$ cat src/rtl/led_seq_if.sv
// Control and status bundle between the front panel / board pins and the LED sequencer.
interface led_seq_if #(
    parameter int NUM_LEDS = 16
);
    logic                start;
    logic                stop;
    logic                idle;
    logic [1:0]          mode;
    logic [1:0]          pattern;
    logic [NUM_LEDS-1:0] led;
    logic                busy;
    logic                step;
    logic                wrap;

    modport master (
        output start, stop, idle, mode, pattern,
        input  led, busy, step, wrap
    );

    modport slave (
        input  start, stop, idle, mode, pattern,
        output led, busy, step, wrap
    );
endinterface

$ cat src/rtl/led_seq_master.sv
// LED pattern sequencer: clock-enable prescaler plus IDLE/RUN/PAUSE FSM stepping
// scan, bounce, fill or blink patterns across NUM_LEDS registered outputs.
module led_seq_master #(
    parameter int NUM_LEDS   = 16,
    parameter int PRESC_W    = 24,
    parameter int LIMIT_LOW  = 2**22,
    parameter int LIMIT_NORM = 2**21,
    parameter int LIMIT_HIGH = 2**20
) (
    input  logic        sys_clk,
    input  logic        sys_rst,
    input  logic        mini_rst,
    led_seq_if.slave    bus
);

    localparam int POS_W = $clog2(NUM_LEDS + 1);

    typedef logic [POS_W-1:0]   pos_t;
    typedef logic [PRESC_W-1:0] presc_t;
    typedef enum logic [1:0] {ST_IDLE = 2'b00, ST_RUN = 2'b01, ST_PAUSE = 2'b10} state_t;

    localparam pos_t   POS_ZERO  = {POS_W{1'b0}};
    localparam pos_t   POS_ONE   = {{(POS_W-1){1'b0}}, 1'b1};
    localparam pos_t   POS_TOP   = pos_t'(NUM_LEDS - 1);
    localparam pos_t   POS_FULL  = pos_t'(NUM_LEDS);
    localparam presc_t PRESC_ONE = {{(PRESC_W-1){1'b0}}, 1'b1};
    localparam logic   DIR_UP    = 1'b0;
    localparam logic   DIR_DN    = 1'b1;

    // LED image for a given pattern at a given position.
    function automatic logic [NUM_LEDS-1:0] pattern_led(input logic [1:0] pat, input pos_t pos);
        logic [NUM_LEDS:0] fill_v;
        fill_v = ({{NUM_LEDS{1'b0}}, 1'b1} << pos) - {{NUM_LEDS{1'b0}}, 1'b1};
        case (pat)
            2'b00, 2'b01: pattern_led = {{(NUM_LEDS-1){1'b0}}, 1'b1} << pos;
            2'b10:        pattern_led = fill_v[NUM_LEDS-1:0];
            2'b11:        pattern_led = (pos == POS_ONE) ? {NUM_LEDS{1'b1}} : {NUM_LEDS{1'b0}};
            default:      pattern_led = {NUM_LEDS{1'b0}};
        endcase
    endfunction

    state_t              state_r, state_nxt_s;
    presc_t              presc_r, presc_nxt_s, lim_m1_s;
    pos_t                pos_r, pos_nxt_s;
    logic                dir_r, dir_nxt_s;
    logic [1:0]          mode_prev_r, pat_prev_r;
    logic [NUM_LEDS-1:0] led_r;
    logic                busy_r, step_r, wrap_r;
    logic                tick_s, wrap_s, adv_s, mode_chg_s, pat_chg_s;

    assign mode_chg_s = (bus.mode != mode_prev_r);
    assign pat_chg_s  = (bus.pattern != pat_prev_r);
    assign adv_s      = (state_r != ST_IDLE) && (state_nxt_s == ST_RUN);

    // Step period selection; mode 00 never counts, so its value is don't-care.
    always_comb begin
        case (bus.mode)
            2'b01:   lim_m1_s = presc_t'(LIMIT_LOW - 1);
            2'b10:   lim_m1_s = presc_t'(LIMIT_NORM - 1);
            2'b11:   lim_m1_s = presc_t'(LIMIT_HIGH - 1);
            default: lim_m1_s = presc_t'(LIMIT_NORM - 1);
        endcase
    end

    // Next-state logic: stop beats mini_rst, which holds the state.
    always_comb begin
        state_nxt_s = state_r;
        if (bus.stop) begin
            state_nxt_s = ST_IDLE;
        end else if (mini_rst) begin
            state_nxt_s = state_r;
        end else begin
            case (state_r)
                ST_IDLE:  state_nxt_s = (bus.start && bus.mode != 2'b00) ? ST_RUN : ST_IDLE;
                ST_RUN:   state_nxt_s = (bus.idle || bus.mode == 2'b00) ? ST_PAUSE : ST_RUN;
                ST_PAUSE: state_nxt_s = (!bus.idle && bus.mode != 2'b00) ? ST_RUN : ST_PAUSE;
                default:  state_nxt_s = ST_IDLE;
            endcase
        end
    end

    // Prescaler and pattern position update; clears suppress the tick in the same cycle.
    always_comb begin
        presc_nxt_s = presc_r;
        pos_nxt_s   = pos_r;
        dir_nxt_s   = dir_r;
        tick_s      = 1'b0;
        wrap_s      = 1'b0;
        if (state_nxt_s == ST_IDLE || mini_rst || pat_chg_s) begin
            presc_nxt_s = {PRESC_W{1'b0}};
            pos_nxt_s   = POS_ZERO;
            dir_nxt_s   = DIR_UP;
        end else if (mode_chg_s) begin
            presc_nxt_s = {PRESC_W{1'b0}};
        end else if (adv_s) begin
            if (presc_r >= lim_m1_s) begin
                presc_nxt_s = {PRESC_W{1'b0}};
                tick_s      = 1'b1;
                case (bus.pattern)
                    2'b00: begin
                        pos_nxt_s = (pos_r >= POS_TOP) ? POS_ZERO : pos_r + POS_ONE;
                        wrap_s    = (pos_r >= POS_TOP);
                    end
                    2'b01: begin
                        if (dir_r == DIR_UP) begin
                            pos_nxt_s = pos_r + POS_ONE;
                            dir_nxt_s = (pos_r + POS_ONE >= POS_TOP) ? DIR_DN : DIR_UP;
                        end else begin
                            pos_nxt_s = (pos_r <= POS_ONE) ? POS_ZERO : pos_r - POS_ONE;
                            dir_nxt_s = (pos_r <= POS_ONE) ? DIR_UP : DIR_DN;
                            wrap_s    = (pos_r <= POS_ONE);
                        end
                    end
                    2'b10: begin
                        pos_nxt_s = (pos_r >= POS_FULL) ? POS_ZERO : pos_r + POS_ONE;
                        wrap_s    = (pos_r >= POS_FULL);
                    end
                    2'b11: begin
                        pos_nxt_s = (pos_r == POS_ONE) ? POS_ZERO : POS_ONE;
                        wrap_s    = (pos_r == POS_ONE);
                    end
                    default: begin
                        pos_nxt_s = POS_ZERO;
                        dir_nxt_s = DIR_UP;
                    end
                endcase
            end else begin
                presc_nxt_s = presc_r + PRESC_ONE;
            end
        end else begin
            presc_nxt_s = presc_r;
        end
    end

    // State, datapath and registered outputs.
    always_ff @(posedge sys_clk or negedge sys_rst) begin
        if (!sys_rst) begin
            state_r     <= ST_IDLE;
            presc_r     <= {PRESC_W{1'b0}};
            pos_r       <= POS_ZERO;
            dir_r       <= DIR_UP;
            mode_prev_r <= 2'b00;
            pat_prev_r  <= 2'b00;
            led_r       <= {NUM_LEDS{1'b0}};
            busy_r      <= 1'b0;
            step_r      <= 1'b0;
            wrap_r      <= 1'b0;
        end else begin
            state_r     <= state_nxt_s;
            presc_r     <= presc_nxt_s;
            pos_r       <= pos_nxt_s;
            dir_r       <= dir_nxt_s;
            mode_prev_r <= bus.mode;
            pat_prev_r  <= bus.pattern;
            led_r       <= (state_nxt_s == ST_IDLE) ? {NUM_LEDS{1'b0}}
                                                    : pattern_led(bus.pattern, pos_nxt_s);
            busy_r      <= (state_nxt_s != ST_IDLE);
            step_r      <= tick_s;
            wrap_r      <= wrap_s;
        end
    end

    assign bus.led  = led_r;
    assign bus.busy = busy_r;
    assign bus.step = step_r;
    assign bus.wrap = wrap_r;

endmodule

$ cat src/flat_wrapper.sv
// flat-port wrapper written by rule: the top's interface ports become plain ports
module led_seq_master_flat 
#(
    parameter int NUM_LEDS   = 16,
    parameter int PRESC_W    = 24,
    parameter int LIMIT_LOW  = 2**22,
    parameter int LIMIT_NORM = 2**21,
    parameter int LIMIT_HIGH = 2**20
)
  (sys_clk, sys_rst, mini_rst, bus_start, bus_stop, bus_idle, bus_mode, bus_pattern, bus_led, bus_busy, bus_step, bus_wrap);
  led_seq_if #(.NUM_LEDS(NUM_LEDS)) bus_i ();
  input  logic sys_clk;
  input  logic sys_rst;
  input  logic mini_rst;
  input wire logic [$bits(bus_i.start)-1:0] bus_start;
  input wire logic [$bits(bus_i.stop)-1:0] bus_stop;
  input wire logic [$bits(bus_i.idle)-1:0] bus_idle;
  input wire logic [$bits(bus_i.mode)-1:0] bus_mode;
  input wire logic [$bits(bus_i.pattern)-1:0] bus_pattern;
  output wire logic [$bits(bus_i.led)-1:0] bus_led;
  output wire logic [$bits(bus_i.busy)-1:0] bus_busy;
  output wire logic [$bits(bus_i.step)-1:0] bus_step;
  output wire logic [$bits(bus_i.wrap)-1:0] bus_wrap;
  assign bus_i.start = bus_start;
  assign bus_i.stop = bus_stop;
  assign bus_i.idle = bus_idle;
  assign bus_i.mode = bus_mode;
  assign bus_i.pattern = bus_pattern;
  assign bus_led = bus_i.led;
  assign bus_busy = bus_i.busy;
  assign bus_step = bus_i.step;
  assign bus_wrap = bus_i.wrap;
  led_seq_master #(.NUM_LEDS(NUM_LEDS), .PRESC_W(PRESC_W), .LIMIT_LOW(LIMIT_LOW), .LIMIT_NORM(LIMIT_NORM), .LIMIT_HIGH(LIMIT_HIGH)) u_core (.sys_clk(sys_clk), .sys_rst(sys_rst), .mini_rst(mini_rst), .bus(bus_i));
endmodule
$ cat config.mk
export PLATFORM = sky130hd
export DESIGN_NAME = led_seq_master_flat
export DESIGN_NICKNAME = d
export VERILOG_FILES = /design/src/rtl/led_seq_if.sv /design/src/rtl/led_seq_master.sv /design/src/flat_wrapper.sv
export SDC_FILE = /design/constraint.sdc
export NUM_CORES = 1
export LEC_CHECK = 0
export ABC_AREA = 1
export BUFFER_PORTS_ARGS = -buffer_cell sky130_fd_sc_hd__clkbuf_2
export CORE_MARGIN = 5
export CORE_UTILIZATION = 50
export DETAILED_ROUTE_END_ITERATION = 7
export PLACE_DENSITY = 0.68
export SYNTH_ARGS = -nofsm -noshare
export SYNTH_HDL_FRONTEND = slang
export SYNTH_SLANG_ARGS = --single-unit
$ cat constraint.sdc
create_clock -name sys_clk -period 4.2 [get_ports sys_clk]
set_clock_uncertainty 0.05 [all_clocks]
set_input_delay 0.63 -clock sys_clk [delete_from_list [all_inputs] [get_ports sys_clk]]
set_output_delay 0.63 -clock sys_clk [all_outputs]
set_load 0.02 [all_outputs]
# Word-level counts from Yosys, hierarchy flattened
# Index checks and enable logic that the tools add are counted.
[totals]
output_inout_bits = 19
ff_bits = 55
[classes]
n_lt_le_gt_ge = 5
add_sub_neg = 4
shift = 2
n_mux = 42
reduce_logical = 20
eq_ne = 13
[op_table]
columns = ["operator", "n"]
rows = [
  ["$mux W24", 4],
  ["$pmux W16 S3", 1],
  ["$pmux W22 S2", 1],
  ["$mux W5", 8],
  ["$mux W16", 2],
  ["$shl A1 B5 Y16 const A", 2],
  ["$add A24 B1 Y24 const B", 1],
  ["$ge A24 B22 Y1", 1],
  ["$pmux W5 S4", 1],
  ["$mux W1", 19],
  ["$sub A16 B1 Y16 const B", 1],
  ["$reduce_bool A2 Y1", 6],
  ["$eq A5 B1 Y1 const B", 2],
  ["$ge A5 B4 Y1 const B", 2],
  ["$eq A2 B1 Y1 const B", 4],
  ["$eq A2 B2 Y1 const B", 4],
  ["$logic_not A2 Y1", 4],
  ["$mux W2", 4],
  ["$pmux W2 S3", 1],
  ["$add A5 B1 Y5 const B", 1],
  ["$ge A5 B5 Y1 const B", 1],
  ["$le A5 B1 Y1 const B", 1],
  ["$sub A5 B1 Y5 const B", 1],
  ["$ne A2 B2 Y1", 2],
  ["8 further kinds", 12],
]

# Logic depth before layout (Yosys ltp)
# Gate-level depths: netlist of the first run.
[depth]
depth_word = 15
depth_mapped = 26

# Worst setup path before layout of the first run
# Ideal clock, no wire load.
[synth_path]
kind = "input -> register"
start = "input bus_mode[1]"
end = "register u_core.led_r[10] (netlist: u_core.bus.led[10])"
slack_ns = 1.145
arrival_ns = 2.881
cell_stages = 25
required_time_ns = 4.027
setup_ns = 0.123
path_cell_list = "inv_2 > nand2_1 > ha_1 > nand2_1 > inv_1 > nand2_1 > nor2_2 > nand3_2 > a21oi_4 > nand2_4 > nand2_1 > nand2_4 > nand2_4 > nand2_8 > inv_2 > buf_6 > nand2_1 > ha_1 > nand2_4 > nor2_4 > buf_6 > nand3_1 > nand2_1 > nand3_1 > a21oi_1"
[synth_via]
elab_chain_len = 15
elab_cells_between_ends = 32
classes_between = "add/sub: 1; order compare: 1; eq/ne: 5; shift: 2; mux: 14; reduce/logical: 9"
[synth_rtl]
columns = ["item", "line", "rtl"]
rows = [
  ["from (decl)", "flat_wrapper.sv:18", "input wire logic [$bits(bus_i.mode)-1:0] bus_mode;"],
  ["parallel branches: the longest is 14 deep, another holds $ge A24 B22 Y1", "n/a", ""],
  ["$mux W16 (*)", "led_seq_master.sv:155", "led_r <= (state_nxt_s == ST_IDLE) ? {NUM_LEDS{1'b0}}"],
  ["to (signal assigned)", "led_seq_master.sv:144", "led_r <= {NUM_LEDS{1'b0}};"],
  ["to (signal assigned)", "led_seq_master.sv:155", ""],
  ["to (decl)", "led_seq_master.sv:47", "logic [NUM_LEDS-1:0] led_r;"],
]
# Every way passes the cells marked *.
# A chain may end at the register's enable or synchronous reset.

# Worst setup path after layout of the first run
[layout_path]
start = "register u_core.pos_r[0]"
end = "register u_core.led_r[8] (netlist: u_core.bus.led[8])"
[layout_via]
elab_chain_len = 12
elab_cells_between_ends = 23
classes_between = "add/sub: 3; order compare: 3; eq/ne: 2; shift: 2; mux: 13"
[layout_rtl]
columns = ["item", "line", "rtl"]
rows = [
  ["from (decl)", "led_seq_master.sv:44", "pos_t pos_r, pos_nxt_s;"],
  ["from (signal assigned)", "led_seq_master.sv:151", "pos_r <= pos_nxt_s;"],
  ["$sub A5 B1 Y5 / $le A5 B1 Y1 (equally long branches)", "led_seq_master.sv:109", "pos_nxt_s = (pos_r <= POS_ONE) ? POS_ZERO : pos_r - POS_ONE;"],
  ["$mux W5", "led_seq_master.sv:109", ""],
  ["$mux W5", "led_seq_master.sv:105", "if (dir_r == DIR_UP) begin"],
  ["$pmux W5 S4 (*)", "led_seq_master.sv:99", "case (bus.pattern)"],
  ["$mux W5 (*)", "led_seq_master.sv:96", "if (presc_r >= lim_m1_s) begin"],
  ["$mux W5 (*)", "led_seq_master.sv:95", "end else if (adv_s) begin"],
  ["$mux W5 (*)", "led_seq_master.sv:93", "end else if (mode_chg_s) begin"],
  ["$mux W5 (*)", "led_seq_master.sv:89", "if (state_nxt_s == ST_IDLE || mini_rst || pat_chg_s) begin"],
  ["named net u_core.pos_nxt_s[2]", "led_seq_master.sv:44", ""],
  ["$shl A1 B5 Y16 / $eq A5 B1 Y1 (equally long branches)", "led_seq_master.sv:33, led_seq_master.sv:35, led_seq_master.sv:37", ""],
  ["$sub A16 B1 Y16 / $mux W16 (equally long branches)", "led_seq_master.sv:33, led_seq_master.sv:37", ""],
  ["$pmux W16 S3 (*)", "led_seq_master.sv:34", "case (pat)"],
  ["$mux W16 (*)", "led_seq_master.sv:155", ""],
]
# Mark *: on every way through the listed nets, which the timed path passes. The rest lies on a longest branch.

==> qor.yml, run 1 <==
drt_iter0_drc: 131
async_flop_share: 1.000
synth_mux_area_frac: 0
yosysUniqueCellTypes: 46
clkPwrFrac: 0.326
reg2reg_to: "u_core.bus.led[8]"
p_per_area_nw_per_um2: 236.7
grt_usage: 0.1964
cts_tree: "built"
portBuffers: 28
post-route-cell-area_um2: 4101
netlist_area_um2: 3805
end_kind: "flip-flop"
r2r_cells: 20
antenna-diode-count: 0
fp.dieArea_um2: 9455
syn-instance-count: 516
synth_compound_area_frac: 0.1282
core-area_um2: 7331
grt_pass1_vias: 3342
avgSynthCellArea_um2: 7.374
gp_congestion: 0.8985
busiest_layer: "met2"
p_seq_frac: 0.560
path_class: "reg -> reg"
cts_setup_buffers: 0
grt_pass1_wl_um: 15600
synth_top_area_frac: 0.3617
setup_slack_ps: 926.0
synthSimpleGateAreaFrac: 0.3630
ctsHtreeMaxLevel: 2
insertion_delay_ps: 320
yosys_warnings: 0
fmaxAchievable_mhz: 305.4
status: "finished clean"
viasPerCell: 5.283
drc: 0
p_sw_uw: 278.5
fin_setup_tns_ps: 0
overflow: 0
synth_seq_cells: 55
vias: 3402
internal-power_uw: 692.3
synth-xor-area-share: 0.01151
holdWs_ps: 356.9
rsz0062_at_grt: "no"
ios: 29
period_needed_ps: 3274
antenna_found_initial: 0
wl_per_cell_um: 13.78
worstPathArrival_ps: 3470
synth.most_common_cell: "nand2_1"
min_period_over_period: 0.7795
pre_cts_ws_ps: 642.6
place.detailed.hpwl_um: 6800
nets: 564
grt_start_max_net_pins: 34
fp.dieW_um: 97.24
cts_resized: 0
ys_seq_area_frac: 0.3617
rr_startpoint: "u_core.pos_r[0]"
cp-start-kind: "flip-flop"
die_h_um: 97.24
drv_cap: 0
ff2ff_setup_slack_ps: 930
met2_usage: 0.3477
slew_viol_final: 0
dpl_cell_area_um2: 4008
synthFlopType: "dfrtp_1"
synth_edf_count: 0
clock-sinks: 55
clk_pin_slew_ps: 110
worst_pin_slew_ps: 872.6
p_leak_uw: 0.002041
numCtsBuffers: 5
max_slew_margin: 0.4183
wirelength_um: 8873
use_met3: 0.02800
root_buffer: "clkbuf_8"
grtUsageMet1: 0.2507
drive_above_1_share: 0.1872
cts_buffer_depth: 2
critPathRequiredTime_ps: 4400
dr.pass1.iters: 4
syn-num-nets: 536
critPathMaxFanout: 13
setup_viol: 0
synth_area_leaders: "dfrtp_1 36%, nand2_1 11%, inv_1 6.6%"
ir_worst_vdd_uv: 146.4
antenna_left: 0
syn_to_final_growth_pct: 7.793
initial_utilization: 0.5190
sw_frac_of_total: 0.2869
row_count: 31
cts_hold_buf: 0
synth-adder-area-share: 0.03288
min_path_type: "in -> async"
synth_top_family_by_area: "simple AND/OR/NAND/NOR gates"
synth_top_cell_by_area: "dfrtp_1"
p_comb_frac: 0.113
synth_common_cells: "109 x nand2_1, 67 x inv_1, 55 x dfrtp_1"
hold_violations: 0
routing by layer:
layer / up-vias / share of wire
li1: 1724 / -
met1: 1594 / 0.44
met2: 68 / 0.51
met3: 16 / 0.039
met4: 0 / 0.015
met5: - / 0
sequential cells by signal, summed over array words and instances, names as in the netlist:
signal and cells:
u_core.bus.busy 1, u_core.bus.wrap 1, u_core.mode_prev_r 2, u_core.pos_r 5, u_core.pat_prev_r 2, u_core.presc_r 24
u_core.state_r 2, u_core.bus.led 16, u_core.dir_r 1, u_core.bus.step 1
cells by family after synthesis:
group / after synthesis
adders and majority gates: 10
buffers and inverters: 92
and+or+nand+nor: 267
DFF: 55
AOI/OAI and AO/OA: 87
xor gates and xnor gates: 5
worst max-delay path: stages, from the launching register on:
cell and delay (ps):
dfrtp_1 470, ha_1 260, nand2_1 110, nor2_1 70, ha_1 180, nor2_1 80
nand2_1 100, o21ai_0 190, nand2_1 90, nand3_1 100, nand3_2 230, inv_2 200
nor2_1 100, nand2_1 80, ha_1 210, nand2_4 80, nor2_4 230, nand2_1 70
o21ai_0 90, nand3_1 90, a21oi_1 130
how the worst max path moves through the flow:
stage	start	end	cells past startpoint
after CTS	u_core.pos_r[0]	u_core.bus.led[8]	20
after detailed placement	bus_mode[1]	u_core.bus.led[8]	23
after global placement	bus_mode[1]	u_core.bus.led[8]	23
after global routing	u_core.pos_r[0]	u_core.bus.led[8]	20
after floorplan	bus_mode[1]	u_core.bus.led[10]	25
final	u_core.pos_r[0]	u_core.bus.led[8]	20
metrics by stage:
stage / total power, uW / util / cells
after floorplan: 626.1 / - / 516
after global placement: 664.8 / 0.5467 / 636
after detailed placement: 667.0 / 0.5467 / 636
after CTS: 984.7 / 0.5595 / 644
after global routing: 1017 / 0.5595 / 644
final: 970.8 / 0.5595 / 644
power groups by stage:
| stage | clock network, uW | registers, uW | logic [uW] |
|---|---|---|---|
| detailed placement | 0 | 555 | 112 |
| global placement | 0 | 554 | 111 |
| finish | 317 | 544 | 110 |
| CTS | 328 | 544 | 113 |
| global route | 347 | 545 | 124 |
| floorplan | 0 | 564 | 62.2 |
cell usage in the layout, fill, tap and decap left out, types with 3 or more instances in the layout:
cell,instances
ha_1,10
clkbuf_8,5
inv_1,67
a21oi_1,34
nand3_2,5
nor2_4,6
o21ai_1,3
nand2_2,9
o21ai_0,36
nor4_1,3
nand3_1,40
nand4_1,7
nor2_2,7
clkbuf_2,28
nand2_4,12
nand2_1,109
nor2_1,49
xnor2_1,3
dfrtp_1,55
inv_2,14
nor3_1,10
layout make-up:
class / instances / area [um2]
Inverter: 83 / 314.1
Fill cell: 706 / 3229
Multi-Input combinational cell: 369 / 2038
Clock buffer: 5 / 68.82
Tap cell: 99 / 123.9
Clock inverter: 3 / 25.02
Sequential cell: 55 / 1376
Timing Repair Buffer: 30 / 155.1
(Power assumes the default switching activity.)
==> run 2, diff against run 1 <==
--- a/config.mk
+++ b/config.mk
@@ -10,7 +10,7 @@
 export CORE_MARGIN = 5
 export CORE_UTILIZATION = 50
 export DETAILED_ROUTE_END_ITERATION = 7
-export PLACE_DENSITY = 0.68
+export PLACE_DENSITY = 0.71
 export SYNTH_ARGS = -nofsm -noshare
 export SYNTH_HDL_FRONTEND = slang
 export SYNTH_SLANG_ARGS = --single-unit
==> constraint.sdc (replaced) <==
create_clock -name sys_clk -period 2.7 [get_ports sys_clk]
set_clock_uncertainty 0.05 [all_clocks]
set_input_delay 0.405 -clock sys_clk [delete_from_list [all_inputs] [get_ports sys_clk]]
set_output_delay 0.405 -clock sys_clk [all_outputs]
set_load 0.02 [all_outputs]
==> qor.yml, run 2 (synthesis results as in run 1) <==
status: "finished with violations"  # was finished clean
violations: "setup timing"
cp.depth: 20  # unchanged
final_cell_mix: "91 x nand2_1, 69 x buf_4, 64 x inv_1, 54 x dfrtp_1, 41 x nor2_1"  # was 109 x nand2_1, 67 x inv_1, 55 x dfrtp_1, 49 x nor2_1, 40 x nand3_1
syn_to_final_growth_pct: 30.52  # was 7.793%
reg2reg_to: "u_core.bus.led[8]"  # unchanged
post-route-util: 0.6774  # was 0.5595
drive_above_1_share: 0.3619  # was 0.1872
worst_pin_slew_ps: 887.9  # was 872.6 ps
grt_usage: 0.2083  # was 0.1964
row_count: 31  # unchanged
cts_tree: "built"  # unchanged
r2r_cells: 20  # unchanged
viasPerCell: 5.214  # was 5.283
hold_violations: 0  # unchanged
path_class: "reg -> reg"  # unchanged
rsz0062_at_grt: "yes"  # was no
final_common_cell: "nand2_1"  # unchanged
core-area_um2: 7331  # unchanged
crit_start: "u_core.pos_r[1]"  # was u_core.pos_r[0]
initial_utilization: 0.5190  # unchanged
cp-start-kind: "flip-flop"  # unchanged
critPathRequiredTime_ps: 2890  # was 4400 ps
numCtsBuffers: 5  # unchanged
wl_per_cell_um: 13.89  # was 13.78 um
cpLargestDelayFamily: "simple AND/OR/NAND/NOR gates"  # unchanged
period_needed_ps: 2782  # was 3274 ps
grt_start_max_net_pins: 35  # was 34
clk_pin_slew_ps: 110  # about the same
end_kind: "flip-flop"  # unchanged
clock-sinks: 55  # unchanged
vias: 3744  # was 3402
max_slew_margin: 0.4081  # was 0.4183
grt_pass1_vias: 3688  # was 3342
drt_iter0_drc: 157  # was 131
fin_setup_tns_ps: -374.8  # was 0 ps
crit_slowest_cell: "dfrtp_2"  # was dfrtp_1
pre_cts_ws_ps: -314.3  # was 642.6 ps
slowest_delay_ps: 450  # was 470 ps
fmaxAchievable_mhz: 359.4  # was 305.4 MHz
portBuffers: 28  # unchanged
crit_end: "u_core.bus.led[8]"  # unchanged
min_path_type: "in -> async"  # unchanged
rr_startpoint: "u_core.pos_r[1]"  # was u_core.pos_r[0]
overflow: 0  # unchanged
ir_worst_vdd_uv: 254.8  # was 146.4 uV
dr.pass1.iters: 5  # was 4
drv_cap: 0  # unchanged
insertion_delay_ps: 310  # was 320 ps
grt_pass1_wl_um: 16590  # was 15600 um
regMostFlops: "u_core.presc_r"  # unchanged
setup_slack_ps: -82.40  # was 926.0 ps
largest_reg_flops: 24  # unchanged
slew_viol_final: 0  # unchanged
wirelength_um: 9971  # was 8873 um
p_per_area_nw_per_um2: 324.5  # was 236.7 nW/um2
setup_viol: 6  # was 0
fp.dieArea_um2: 9455  # unchanged
root_buffer: "clkbuf_8"  # unchanged
antenna_found_initial: 0  # unchanged
antenna-diode-count: 0  # unchanged
ff2ff_setup_slack_ps: -80  # was 930 ps
critPathMaxFanout: 6  # was 13
die_h_um: 97.24  # unchanged
cp_num_buf_inv: 1  # unchanged
fp.dieW_um: 97.24  # unchanged
place.detailed.hpwl_um: 7486  # was 6800 um
min_period_over_period: 1.031  # was 0.7795
gp_congestion: 0.9005  # was 0.8985
antenna_left: 0  # unchanged
cts_buffer_depth: 2  # unchanged
nets: 638  # was 564
post-route-cell-area_um2: 4966  # was 4101 um2
dpl_cell_area_um2: 4548  # was 4008 um2
holdWs_ps: 149.8  # was 356.9 ps
drc: 0  # unchanged
ctsHtreeMaxLevel: 2  # unchanged
p_leak_uw: 0.002473  # was 0.002041 uW
worstPathCellList: "ha_4 > nand2_4 > nor2_4 > ha_2 > nor2_2 > nand2_2 > o21ai_1 > nand2_1 > nand3_1 > nand3_2 > inv_2 > nor2_4 > nand2_4 > ha_4 > nand2_4 > nor2_4 > nand2_1 > o21ai_1 > nand3_1 > a21oi_2"  # was ha_1 > nand2_1 > nor2_1 > ha_1 > nor2_1 > nand2_1 > o21ai_0 > nand2_1 > nand3_1 > nand3_2 > inv_2 > nor2_1 > nand2_1 > ha_1 > nand2_4 > nor2_4 > nand2_1 > o21ai_0 > nand3_1 > a21oi_1
ios: 29  # unchanged
worstPathArrival_ps: 2970  # was 3470 ps
run 2: final cells by class:
| class | instances | area [um2] |
|---|---|---|
| clock buffers | 5 | 68.82 |
| fillers | 603 | 2365 |
| inverters | 83 | 321.6 |
| multi-input cells | 370 | 2283 |
| flip-flops and latches | 55 | 1378 |
| repair buffers | 103 | 743.2 |
| clock inverters | 3 | 47.55 |
| well taps | 99 | 123.9 |
run 2: where the power goes:
part	internal, uW	total (uW)	leakage, uW	switching [uW]
registers	839	846	0.000745	6.76
clock network	282	563	0.0000587	281
logic	66.7	203	0.00167	136
run 2: repair_timing:
| item | in CTS | in global routing |
|---|---|---|
| resized for setup | 16 | 45 |
| setup buffers | 5 | 5 |
| endpoints found under the setup margin | 9 | 18 |
| hold buffers | 0 | 0 |
| gates cloned | 1 | 0 |
| pin swaps | 19 | 26 |
run 2: how the worst min path moves through the flow:
stage	startpoint	end	slack, ps	cells after the start
after global placement	u_core.presc_r[7]	u_core.presc_r[7]	400	1
after global routing	sys_rst	u_core.presc_r[11]	200	1
after CTS	sys_rst	u_core.presc_r[8]	170	1
final	sys_rst	u_core.presc_r[21]	150	1
after detailed placement	u_core.presc_r[7]	u_core.presc_r[7]	410	1
after floorplan	sys_rst	u_core.bus.busy	60	0
run 2: worst reg2reg max path: stages, from the launching register on:
cell	delay (ps)
dfrtp_2	450
ha_4	180
nand2_4	70
nor2_4	50
ha_2	170
nor2_2	120
nand2_2	110
o21ai_1	150
nand2_1	90
nand3_1	100
nand3_2	110
inv_2	140
nor2_4	70
nand2_4	70
ha_4	140
nand2_4	70
nor2_4	160
nand2_1	80
o21ai_1	90
nand3_1	100
a21oi_2	130
run 2: through the flow:
step	power, uW	instances
floorplan	974.1	516
global placement	1054	699
detailed placement	1058	699
CTS	1626	713
global route	1685	718
finish	1612	718
run 2: per-layer routing:
layer	wire length, um	vias to the layer above	part of all wire	GRT usage
met4	103	0	0.010	0.05538
li1	-	1865	-	-
met2	5253	95	0.53	0.3742
met5	0	-	0	0
met1	4207	1773	0.42	0.2590
met3	407	11	0.041	0.03302
